File: src/rtl/vga_sink_decoder.sv
// Receive-side VGA raster decoder: recovers hcnt/vcnt from sync pins, checks timing, tracks lock.
// Define VGA_SINK_STATS_EN to build the frame_count/err_count statistics counters.
module vga_sink_decoder #(
  parameter int unsigned H_ACTIVE    = 640,
  parameter int unsigned H_SYNC      = 96,
  parameter int unsigned H_BP        = 48,
  parameter int unsigned H_TOTAL     = 800,
  parameter int unsigned V_ACTIVE    = 480,
  parameter int unsigned V_SYNC      = 2,
  parameter int unsigned V_BP        = 33,
  parameter int unsigned V_TOTAL     = 525,
  parameter int unsigned LOCK_FRAMES = 2
) (
  input  logic        clock,
  input  logic        reset_n,
  input  logic        pix_en,
  input  logic        hsync,
  input  logic        vsync,
  input  logic        r,
  input  logic        g,
  input  logic        b,
  output logic [9:0]  px_x,
  output logic [9:0]  px_y,
  output logic        px_valid,
  output logic [2:0]  rgb_out,
  output logic        frame_start,
  output logic        locked,
  output logic        sync_err,
  output logic [15:0] frame_count,
  output logic [7:0]  err_count
);

  localparam logic [9:0] H_START = 10'(H_SYNC + H_BP);
  localparam logic [9:0] H_END   = 10'(H_SYNC + H_BP + H_ACTIVE - 1);
  localparam logic [9:0] V_START = 10'(V_SYNC + V_BP);
  localparam logic [9:0] V_END   = 10'(V_SYNC + V_BP + V_ACTIVE - 1);
  localparam logic [9:0] H_LAST  = 10'(H_TOTAL - 1);
  localparam logic [9:0] V_LAST  = 10'(V_TOTAL - 1);
  localparam logic [2:0] LOCK_N  = 3'(LOCK_FRAMES);

  typedef enum logic [1:0] {SEARCH, ACQUIRE, LOCKED} state_t;

  state_t      state, state_next;
  logic        hs1, vs1, hs2, vs2;
  logic [2:0]  rgb1;
  logic [9:0]  hcnt, vcnt, hcnt_next, vcnt_next;
  logic        vs_pending, pending_next;
  logic [2:0]  good, good_next, good_inc;
  logic        dirty, dirty_next;
  logic        hs_fall, vs_fall, restart, hunting;
  logic        line_bad, frame_bad, hs_lost, err, active;

  always_comb begin
    hs_fall      = hs2 & ~hs1;
    vs_fall      = vs2 & ~vs1;
    restart      = hs_fall & (vs_pending | vs_fall);
    pending_next = restart ? 1'b0 : (vs_pending | vs_fall);
    hcnt_next    = hs_fall ? '0 : ((hcnt == '1) ? hcnt : hcnt + 10'd1);
    if (restart)      vcnt_next = '0;
    else if (hs_fall) vcnt_next = (vcnt == '1) ? vcnt : vcnt + 10'd1;
    else              vcnt_next = vcnt;
    hunting   = (state != SEARCH);
    line_bad  = hunting & hs_fall & (hcnt != H_LAST);
    frame_bad = hunting & restart & (vcnt != V_LAST);
    hs_lost   = hunting & (hcnt_next == '1) & (hcnt != '1);
    err       = line_bad | frame_bad | hs_lost;
    active    = (hcnt_next >= H_START) && (hcnt_next <= H_END) &&
                (vcnt_next >= V_START) && (vcnt_next <= V_END);
  end

  // A frame that saw an error mid-way is not counted as good at its closing restart.
  always_comb begin
    state_next = state;
    good_next  = good;
    dirty_next = dirty;
    good_inc   = good + 3'd1;
    unique case (state)
      SEARCH: begin
        if (restart) begin
          state_next = ACQUIRE;
          good_next  = '0;
          dirty_next = 1'b0;
        end
      end
      ACQUIRE, LOCKED: begin
        if (hs_lost) begin
          state_next = SEARCH;
          good_next  = '0;
        end else if (line_bad || frame_bad) begin
          state_next = ACQUIRE;
          good_next  = '0;
          dirty_next = ~restart;
        end else if (restart) begin
          dirty_next = 1'b0;
          if (state == ACQUIRE && !dirty) begin
            good_next = good_inc;
            if (good_inc == LOCK_N) state_next = LOCKED;
          end
        end
      end
      default: begin
        state_next = SEARCH;
        good_next  = '0;
      end
    endcase
  end

  always_ff @(posedge clock or negedge reset_n) begin
    if (!reset_n) begin
      state       <= SEARCH;
      hs1         <= 1'b0;
      vs1         <= 1'b0;
      hs2         <= 1'b0;
      vs2         <= 1'b0;
      rgb1        <= '0;
      hcnt        <= '0;
      vcnt        <= '0;
      vs_pending  <= 1'b0;
      good        <= '0;
      dirty       <= 1'b0;
      px_x        <= '0;
      px_y        <= '0;
      px_valid    <= 1'b0;
      rgb_out     <= '0;
      frame_start <= 1'b0;
      locked      <= 1'b0;
      sync_err    <= 1'b0;
    end else if (pix_en) begin
      hs1         <= hsync;
      vs1         <= vsync;
      rgb1        <= {r, g, b};
      hs2         <= hs1;
      vs2         <= vs1;
      hcnt        <= hcnt_next;
      vcnt        <= vcnt_next;
      vs_pending  <= pending_next;
      state       <= state_next;
      good        <= good_next;
      dirty       <= dirty_next;
      px_x        <= active ? hcnt_next - H_START : '0;
      px_y        <= active ? vcnt_next - V_START : '0;
      px_valid    <= active && (state_next == LOCKED);
      rgb_out     <= rgb1;
      frame_start <= restart;
      locked      <= (state_next == LOCKED);
      sync_err    <= err;
    end
  end

`ifdef VGA_SINK_STATS_EN
  always_ff @(posedge clock or negedge reset_n) begin
    if (!reset_n) begin
      frame_count <= '0;
      err_count   <= '0;
    end else if (pix_en) begin
      if (restart && state == LOCKED) frame_count <= frame_count + 16'd1;
      if (err && err_count != '1)     err_count   <= err_count + 8'd1;
    end
  end
`else
  assign frame_count = '0;
  assign err_count   = '0;
`endif

endmodule

File: config.mk
export PLATFORM = sky130hd
export DESIGN_NAME = vga_sink_decoder
export DESIGN_NICKNAME = d
export VERILOG_FILES = /design/src/rtl/vga_sink_decoder.sv
export SDC_FILE = /design/constraint.sdc
export NUM_CORES = 1
export LEC_CHECK = 0
export ABC_AREA = 1
export BUFFER_PORTS_ARGS = -buffer_cell sky130_fd_sc_hd__buf_4
export CORE_MARGIN = 10
export CORE_UTILIZATION = 44
export DETAILED_ROUTE_END_ITERATION = 8
export HOLD_SLACK_MARGIN = 0.15
export PLACE_DENSITY_LB_ADDON = 0.08
export SLEW_MARGIN = 20
export SYNTH_ARGS = -nofsm -noshare
export SYNTH_HDL_FRONTEND = slang
export SYNTH_SLANG_ARGS = --single-unit
export TNS_END_PERCENT = 30
File: constraint.sdc
create_clock -name clock -period 3.6 [get_ports clock]
set_input_delay 0.72 -clock clock [delete_from_list [all_inputs] [get_ports clock]]
set_output_delay 0.72 -clock clock [all_outputs]
set_load 0.1 [all_outputs]
==> results of run 1 <==
[cells in the mapped netlist (10+ instances only)]
library cell and instances:
buf_4 25, ha_1 14, dfrtp_1 61, nand3_2 10, inv_1 57, nand2_1 172, nor2_1 36, nand3_1 37
a21oi_1 12, nand4_1 12, o21ai_0 40, o21ai_2 10
[worst max path at each step]
stage / slack (ps) / start / cells after the start / end
final: 530 / vcnt[0] / 14 / px_y[8]
after CTS: 520 / vcnt[0] / 14 / px_y[8]
after floorplan: 1060 / vcnt[0] / 18 / px_y[0]
after global routing: 120 / vcnt[0] / 14 / px_y[8]
after global placement: 580 / vcnt[0] / 14 / px_y[8]
after detailed placement: 550 / vcnt[0] / 14 / px_y[7]
[worst max-delay path, cell delays in order (launching register included)]
cell	delay (ps)
dfrtp_1	470
ha_1	250
inv_1	80
nor2_4	190
nand4_1	180
nand2_1	140
nand2_1	80
a21oi_1	350
ha_1	230
inv_1	70
nand4_1	90
nand2_1	110
nand3_2	160
nand4_4	310
o21ai_0	260
[flip-flops by register name (all words and copies together), names as in the netlist, 2 cells and up]
register	count
hcnt	10
rgb1	3
px_x	10
vcnt	10
rgb_out	3
good	3
state	2
px_y	10
[routing by layer]
layer  track usage  vias up  share of wire
met2         0.262       46           0.49
met1         0.192     1605           0.45
li1              -     1778              -
met3        0.0277       12          0.037
met5             0        -              0
met4        0.0626        0          0.016
[power groups by stage]
stage	logic, mW	registers, mW	clock network [mW]
after floorplan	0.742	0.932	0
after global placement	0.959	0.891	0
after detailed placement	0.964	0.894	0
after CTS	0.968	0.881	0.651
after global routing	1.08	0.901	0.687
final	0.959	0.883	0.638
[metrics by stage]
stage | power, mW | cell area [sq um] | setup WS (ps)
after floorplan | 1.67 | 4150 | 1060
after global placement | 1.85 | 4290 | 582
after detailed placement | 1.86 | 4290 | 549
after CTS | 2.50 | 4490 | 525
after global routing | 2.66 | 4490 | 119
final | 2.48 | 4490 | 530
[layout make-up]
type,instances,area [sq um]
clock inverters,7,75.1
multi-input cells,412,2120
well taps,111,139
inverters,62,233
flip-flops and latches,61,1530
repair buffers,36,270
clock buffers,9,124
fillers,929,4620
[cells by family (layout without fill, tap and decap cells)]
kind of cell / after synthesis / after routing / synth area share
AO/OA/AOI/OAI: 73 / 73 / 0.103
XOR/XNOR: 13 / 13 / 0.0280
adder cells (fa/ha/maj): 14 / 14 / 0.0431
buffers and inverters: 102 / 114 / 0.123
flip-flops: 61 / 61 / 0.376
other: 1 / 24 / 0.000923
AND/OR/NAND/NOR: 288 / 288 / 0.326
==> metrics, run 1 <==
status=complete, no violations; unrepaired setup endpoints after global routing=no; DIE WIDTH=roughly 120 microns; Slew HR=0.484; commonest cells after routing, fill and taps aside=nand2_1 (172), dfrtp_1 (61), inv_1 (57); required time of the critical path=3860 ps; GRT overflow=0; R2R Path End=px_y[8]; Slew @ Worst Pin=between 700 and 800 ps; Synth cell types=35; f_max=approximately 0.33 GHz; ANT nets after route=0; layout cells sized above 1=0.155; RD Place Congestion=0.871; final net count=604; Peak supply drop=between 0.0002 and 0.00025 V; clk_skew=roughly 10 ps; min-delay worst type=input pin to async pin; Area contributors post-synth=dfrtp_1 (38%), nand2_1 (16%), inv_1 (5.3%), o21ai_0 (4.9%), buf_4 (4.6%); clock group share of total power=0.257; Reg2Reg Launch Point=vcnt[0]; max cap viols=0; port bufs=34; area delta synth->final=10.5%; synthesized area=slightly above 0.004 sq mm; vias in the first global route=3448; post-layout min period=3070 ps; TritonCTS clock tree=built; count of flip-flops with a built-in enable after synthesis=0; Synth area leader=dfrtp_1; startpoint types=register; DR pass1 iterations=4; CP max FO=15; initial antenna violation count=0; first-pass GRT wire length=between 15000 and 20000 microns; FF-to-FF setup slack=around 530 ps; most used flip-flop cell after synthesis=dfrtp_1; Finished Layout Cells=698; Async S/R FF share, synth=1.00; overall routing resource usage=0.155; Power Dens Cells=approximately 550 mW/mm^2; post-CTS sizing=0; Logic pwr share=0.387; setup_tns=0 ps; Tcrit/Tclk final=0.853; num rows=35; flops & latches, synth=61; Yosys warning total=0; DRC=0; largest net degree at the start of global routing=62; max-slew violation count=0; Root Buffer=clkbuf_8; Initial DRC Count=slightly below 200; Leak=about 2.3 nW; vias=3441; R2R cell count=14; Fin Hold WS=around 430 ps; die area=roughly 0.013 sq mm; Cell Int Power=1.38 mW; vias per inst=4.93; Syn Inst Count=approximately 550; core outline area=0.00911 sq mm; Critical Path AT=3330 ps; clk buf depth=2; average wire per standard cell=around 14 microns; number of antenna diodes=0; Num Clock Sinks=61; Psw=about 1.1 mW; Sequential Power Share=0.356; commonest non-fill, non-tap cell in the layout=nand2_1; Placed Instances=682; # H-tree levels=3; endpoints failing setup=0; final wirelength=slightly below 10000 microns; CTS buffer count=9; Final HPWL DP=around 7000 microns; Sw Ratio=0.444; Post-CTS Setup Inserts=0; post-synth top area share=0.376; Die H=approximately 120 microns; CTS Hold Buffers Added=0; Synth Area per Inst=about 7.4 sq um; Skew-Pair Late Insertion Delay=~350 ps; CP Capture Type=register; Worst-path clk slew=around 80 ps; Finished Core Util=0.493; sequential share of the synthesized area=0.376; kind of critical path=register to register; Fin. Hold Viols=0; IO Pins=59; initial core utilization=0.446
No activity file was read; power rests on OpenSTA's default activity.
==> run 2, diff against run 1 <==
==> constraint.sdc (replaced) <==
create_clock -name clock -period 2.6 [get_ports clock]
set_input_delay 0.52 -clock clock [delete_from_list [all_inputs] [get_ports clock]]
set_output_delay 0.52 -clock clock [all_outputs]
set_load 0.1 [all_outputs]
==> metrics, run 2 (synthesis results as in run 1) <==
DIE WIDTH=116 microns (unchanged); Die H=116 microns (unchanged); max incr delay on CP=450 ps (-20 ps); kind of critical path=register to register; unrepaired setup endpoints after global routing=yes; port bufs=34 (unchanged); largest net degree at the start of global routing=64 (+3.2%); crit path capture=good[2]; Power Dens Cells=737 mW/mm^2 (+33%); GRT overflow=0 (unchanged); CTS buffer count=9 (unchanged); CP dominant cell by count=nand2_2; overall routing resource usage=0.157 (+0.00168); CTS Hold Buffers Added=0 (unchanged); FF-to-FF setup slack=80 ps (-450 ps); Critical Path AT=2780 ps (-550 ps); clk_skew=8.73 ps (-1.70 ps); max cap viols=0 (unchanged); Leak=2.55 nW (+10%); DR pass1 iterations=4 (unchanged); vias=3664 (+6.5%); core outline area=0.00911 sq mm (unchanged); vias in the first global route=3561 (+3.3%); final net count=645 (+6.8%); setup_tns=0 ps (unchanged); fin area=0.00497 sq mm (+11%); Worst-path clk slew=70 ps (about the same); clk buf depth=2 (unchanged); max-slew violation count=0 (unchanged); Slew HR=0.470 (-0.0142); worst setup slack after layout=83.4 ps (-446 ps); initial core utilization=0.446 (unchanged); Fin. Hold Viols=0 (unchanged); Tcrit/Tclk final=0.968 (+0.115); TritonCTS clock tree=built; CP Capture Type=register; R2R Path End=good[2]; R2R cell count=16 (+2); num rows=35 (unchanged); commonest cells after routing, fill and taps aside=nand2_1 (164), buf_4 (74), dfrtp_1 (60); layout cells sized above 1=0.255 (+0.100); first-pass GRT wire length=17100 microns (+1.3%); CP max FO=6 (-9); average wire per standard cell=14.2 microns (+1.9%); pre-CTS setup slack=16.6 ps (-533 ps); Final HPWL DP=7450 microns (+4.6%); Critical path origin=hcnt[6]; f_max=0.397 GHz (+22%); crit-path cells=nand2_1 -> nor2_1 -> nand3_4 -> nand2_2 -> xor2_1 -> nand2_2 -> inv_4 -> ha_1 -> nand3_2 -> nor3_2 -> nand2_1 -> nand2_2 -> nor2_2 -> nor2_4 -> nor2_1 -> a21oi_1; IO Pins=59 (unchanged); ANT nets after route=0 (unchanged); die area=0.0135 sq mm (unchanged); cell area after placement=0.00453 sq mm (+5.7%); Reg2Reg Launch Point=hcnt[6]; area delta synth->final=22.5%; required time of the critical path=2870 ps (-990 ps); Root Buffer=clkbuf_8; number of antenna diodes=0 (unchanged); # H-tree levels=3 (unchanged); vias per inst=4.96 (+0.71%); Skew-Pair Late Insertion Delay=340 ps (about the same); endpoints failing setup=0 (unchanged); Initial DRC Count=180 (-9.1%); min-delay worst type=input pin to async pin; post-layout min period=2520 ps (-554 ps); startpoint types=register; DRC=0 (unchanged); final wirelength=10500 microns (+7.7%); initial antenna violation count=0 (unchanged); Num Clock Sinks=61 (unchanged); commonest non-fill, non-tap cell in the layout=nand2_1; Slowest-stage cell, CP=dfrtp_1; RD Place Congestion=0.905 (+3.9%); Peak supply drop=0.000344 V (+43%); Slew @ Worst Pin=796 ps (+21.2 ps); status=complete, no violations
run 2: changes by cell type in the layout (fill, tap and decap cells not counted), moves of 4 or more:
cell	delta
nand2_1	-8
buf_4	+38
o21ai_2	+4
o21ai_0	-5
nand2_2	+6
ha_1	-4
run 2: worst min-delay path by stage:
stage,depth (start not counted),to,slack (ps),startpoint
2_1_floorplan,0,dirty,220,reset_n
3_3_place_gp,2,px_x[4],470,px_x[4]
3_5_place_dp,2,px_x[4],470,px_x[4]
4_1_cts,1,rgb_out[2],280,reset_n
5_1_grt,1,rgb1[2],310,reset_n
6_report,1,rgb_out[2],240,reset_n
run 2: area by class of cell:
class	instances	area (sq um)
Tap cell	111	139
Inverter	62	235
Clock buffer	11	151
Fill cell	862	4130
Sequential cell	61	1530
Clock inverter	4	47.5
Multi-Input combinational cell	412	2250
Timing Repair Buffer	77	621
run 2: power by group:
group	internal [mW]	switching, mW	leakage [nW]
sequential	1.08	0.104	0.804
combinational	0.534	1.08	1.65
clock	0.486	0.379	0.101
run 2: per-layer routing:
layer  wire [microns]  track usage  share of wire
met3              384       0.0370          0.037
met5                0            0              0
met4              170       0.0542          0.016
met1             4560        0.193           0.44
met2             5360        0.264           0.51
run 2: stage by stage:
stage / power [mW] / utilization / instances / hold WS, ps
floorplan: 2.32 / - / 575 / 224
global placement: 2.69 / 0.498 / 711 / 467
detailed placement: 2.70 / 0.498 / 711 / 468
CTS: 3.60 / 0.520 / 726 / 280
global route: 3.95 / 0.546 / 738 / 309
finish: 3.66 / 0.546 / 738 / 241
run 2: critical path, delay by kind of cell, from the launching register on:
| kind | cells | cell delay [ps] |
|---|---|---|
| fa+ha+maj | 1 | 160 |
| simple gates | 12 | 1440 |
| compound gates | 1 | 110 |
| flops | 1 | 450 |
| buf+inv | 1 | 110 |
| xor+xnor | 1 | 180 |
run 2: repair_timing:
action / 4_1_cts / 5_1_grt
endpoints found under the setup margin: 4 / 27
pin swaps: 0 / 14
cloned: 0 / 1
buffers inserted: 0 / 11
resized for setup: 2 / 41
==> run 3, diff against run 2 <==
--- a/config.mk
+++ b/config.mk
@@ -9,6 +9,7 @@
 export BUFFER_PORTS_ARGS = -buffer_cell sky130_fd_sc_hd__buf_4
 export CORE_MARGIN = 10
 export CORE_UTILIZATION = 44
+export CTS_CLUSTER_DIAMETER = 60
 export DETAILED_ROUTE_END_ITERATION = 8
 export HOLD_SLACK_MARGIN = 0.15
 export PLACE_DENSITY_LB_ADDON = 0.08
==> constraint.sdc (replaced) <==
create_clock -name clock -period 2.4 [get_ports clock]
set_input_delay 0.48 -clock clock [delete_from_list [all_inputs] [get_ports clock]]
set_output_delay 0.48 -clock clock [all_outputs]
set_load 0.1 [all_outputs]
==> metrics, run 3 (synthesis results as in run 1) <==
first-pass GRT wire length=17200 microns (+1.1%); max incr delay on CP=350 ps (-100 ps); FF-to-FF setup slack=-70 ps (-160 ps); R2R Path End=good[0]; Slew @ Worst Pin=794 ps (-1.34 ps); overall routing resource usage=0.159 (+0.00142); unrepaired setup endpoints after global routing=yes; fin area=0.00510 sq mm (+2.5%); Die H=116 microns (unchanged); CP dominant cell by count=nand2_2; ANT nets after route=0 (unchanged); TritonCTS clock tree=built; Skew-Pair Late Insertion Delay=340 ps (about the same); Power Dens Cells=801 mW/mm^2 (+8.8%); Final HPWL DP=7640 microns (+2.5%); IO Pins=59 (unchanged); clk_skew=9.28 ps (+0.549 ps); CTS buffer count=9 (unchanged); R2R cell count=17 (+1); startpoint types=register; core outline area=0.00911 sq mm (unchanged); Root Buffer=clkbuf_8; port bufs=34 (unchanged); Leak=2.61 nW (+2.4%); cell area after placement=0.00465 sq mm (+2.6%); Critical Path AT=2740 ps (-40 ps); CTS Hold Buffers Added=0 (unchanged); crit-path cells=ha_2 -> nand2_4 -> nor2_4 -> buf_6 -> nand2_2 -> xor2_1 -> nand2_2 -> inv_4 -> buf_6 -> ha_4 -> nand3_2 -> nor3_2 -> nand2_2 -> nand2_4 -> buf_4 -> or2_2 -> a21oi_1; Fin. Hold Viols=0 (unchanged); commonest non-fill, non-tap cell in the layout=nand2_1; Peak supply drop=0.000383 V (+11%); vias in the first global route=3611 (+1.4%); num rows=35 (unchanged); max cap viols=0 (unchanged); endpoints failing setup=19 (+19); Reg2Reg Launch Point=hcnt[0]; DRC=0 (unchanged); area delta synth->final=25.5%; average wire per standard cell=13.8 microns (-2.4%); max-slew violation count=0 (unchanged); final net count=658 (+2.0%); final-layout fill cell count=855 (-0.81%); kind of critical path=register to register; Tcrit/Tclk final=1.03 (+0.0626); largest net degree at the start of global routing=62 (-3.1%); final wirelength=10400 microns (-0.59%); # H-tree levels=3 (unchanged); DIE WIDTH=116 microns (unchanged); f_max=0.404 GHz (+1.8%); status=complete, but fails checks; worst setup slack after layout=-73.2 ps (-157 ps); min-delay worst type=input pin to async pin; Worst-path clk slew=70 ps (about the same); failing checks=setup timing; Slew HR=0.470 (+0.000895); CP Capture Type=register; post-layout min period=2470 ps (-43.4 ps); layout cells sized above 1=0.271 (+0.0163); initial antenna violation count=0 (unchanged); clk buf depth=2 (unchanged); RD Place Congestion=0.882 (-2.5%); GRT overflow=0 (unchanged); required time of the critical path=2670 ps (-200 ps); vias per inst=4.90 (-1.2%); commonest cells after routing, fill and taps aside=nand2_1 (161), buf_4 (85), dfrtp_1 (61); die area=0.0135 sq mm (unchanged); vias=3688 (+0.66%); initial core utilization=0.446 (unchanged); CP max FO=4 (-2); Slowest-stage cell, CP=dfrtp_1; DR pass1 iterations=4 (unchanged); total power=4.09 mW (+12%); Num Clock Sinks=61 (unchanged); Initial DRC Count=195 (+8.3%); number of antenna diodes=0 (unchanged)
## run 3: cell count changes in the layout (fill, tap and decap cells not counted), moves of 3 or more
cell and change:
nand2_1 -3, buf_4 +11, nand2_2 +3, buf_6 +3
## run 3: timing repair
item	CTS	global route
gates resized for setup	14	25
pin swaps	10	12
gates cloned	0	1
setup endpoints to repair	25	28
setup buffers	5	6
## run 3: report_power, final
group          internal, mW  total [mW]  switching (mW)
Clock                 0.564       0.986           0.422
Sequential             1.17        1.27           0.102
Combinational         0.628        1.83            1.20
## run 3: how the worst max path moves through the flow
| stage | from | endpoint | slack, ps | cells after the start |
|---|---|---|---|---|
| 6_report | hcnt[0] | good[0] | -70 | 17 |
| 5_1_grt | hcnt[0] | px_y[0] | -250 | 18 |
| 4_1_cts | hcnt[1] | good[0] | -40 | 16 |
| 3_5_place_dp | hcnt[1] | good[0] | -80 | 17 |
| 3_3_place_gp | hcnt[0] | good[0] | -50 | 17 |
| 2_1_floorplan | hcnt[1] | px_x[7] | -10 | 19 |
## run 3: layout make-up
type | count | area (sq um) | share of cell area
clock buffers | 13 | 169 | 0.0331
repair buffers | 90 | 717 | 0.141
flip-flops and latches | 61 | 1530 | 0.299
well taps | 111 | 139 | 0.0272
clock inverters | 3 | 42.5 | 0.00834
multi-input cells | 412 | 2270 | 0.445
inverters | 62 | 235 | 0.0461
## run 3: worst max-delay path: cells and delay by family, from the launching register on
kind,cells,cell delay [ps]
and+or+nand+nor,9,940
buffers and inverters,4,450
adders and majority gates,2,360
DFF,1,350
xor gates and xnor gates,1,160
AOI/OAI and AO/OA,1,120
## run 3: metal layers
| layer | vias up | global-route usage | wire length, microns |
|---|---|---|---|
| li1 | 1884 | - | - |
| met1 | 1729 | 0.193 | 4470 |
| met2 | 64 | 0.275 | 5390 |
| met3 | 11 | 0.0252 | 386 |
| met4 | 0 | 0.0617 | 165 |
| met5 | - | 0 | 0 |
## run 3: stage by stage
stage	setup TNS [ps]	hold slack, ps	setup slack (ps)	std cells	utilization
after floorplan	-120	184	-12.0	575	-
after global placement	-330	468	-53.2	724	0.510
after detailed placement	-721	474	-81.2	724	0.510
after CTS	-238	254	-40.2	745	0.541
after global routing	-5860	282	-253	752	0.560
final	-948	223	-73.2	752	0.560
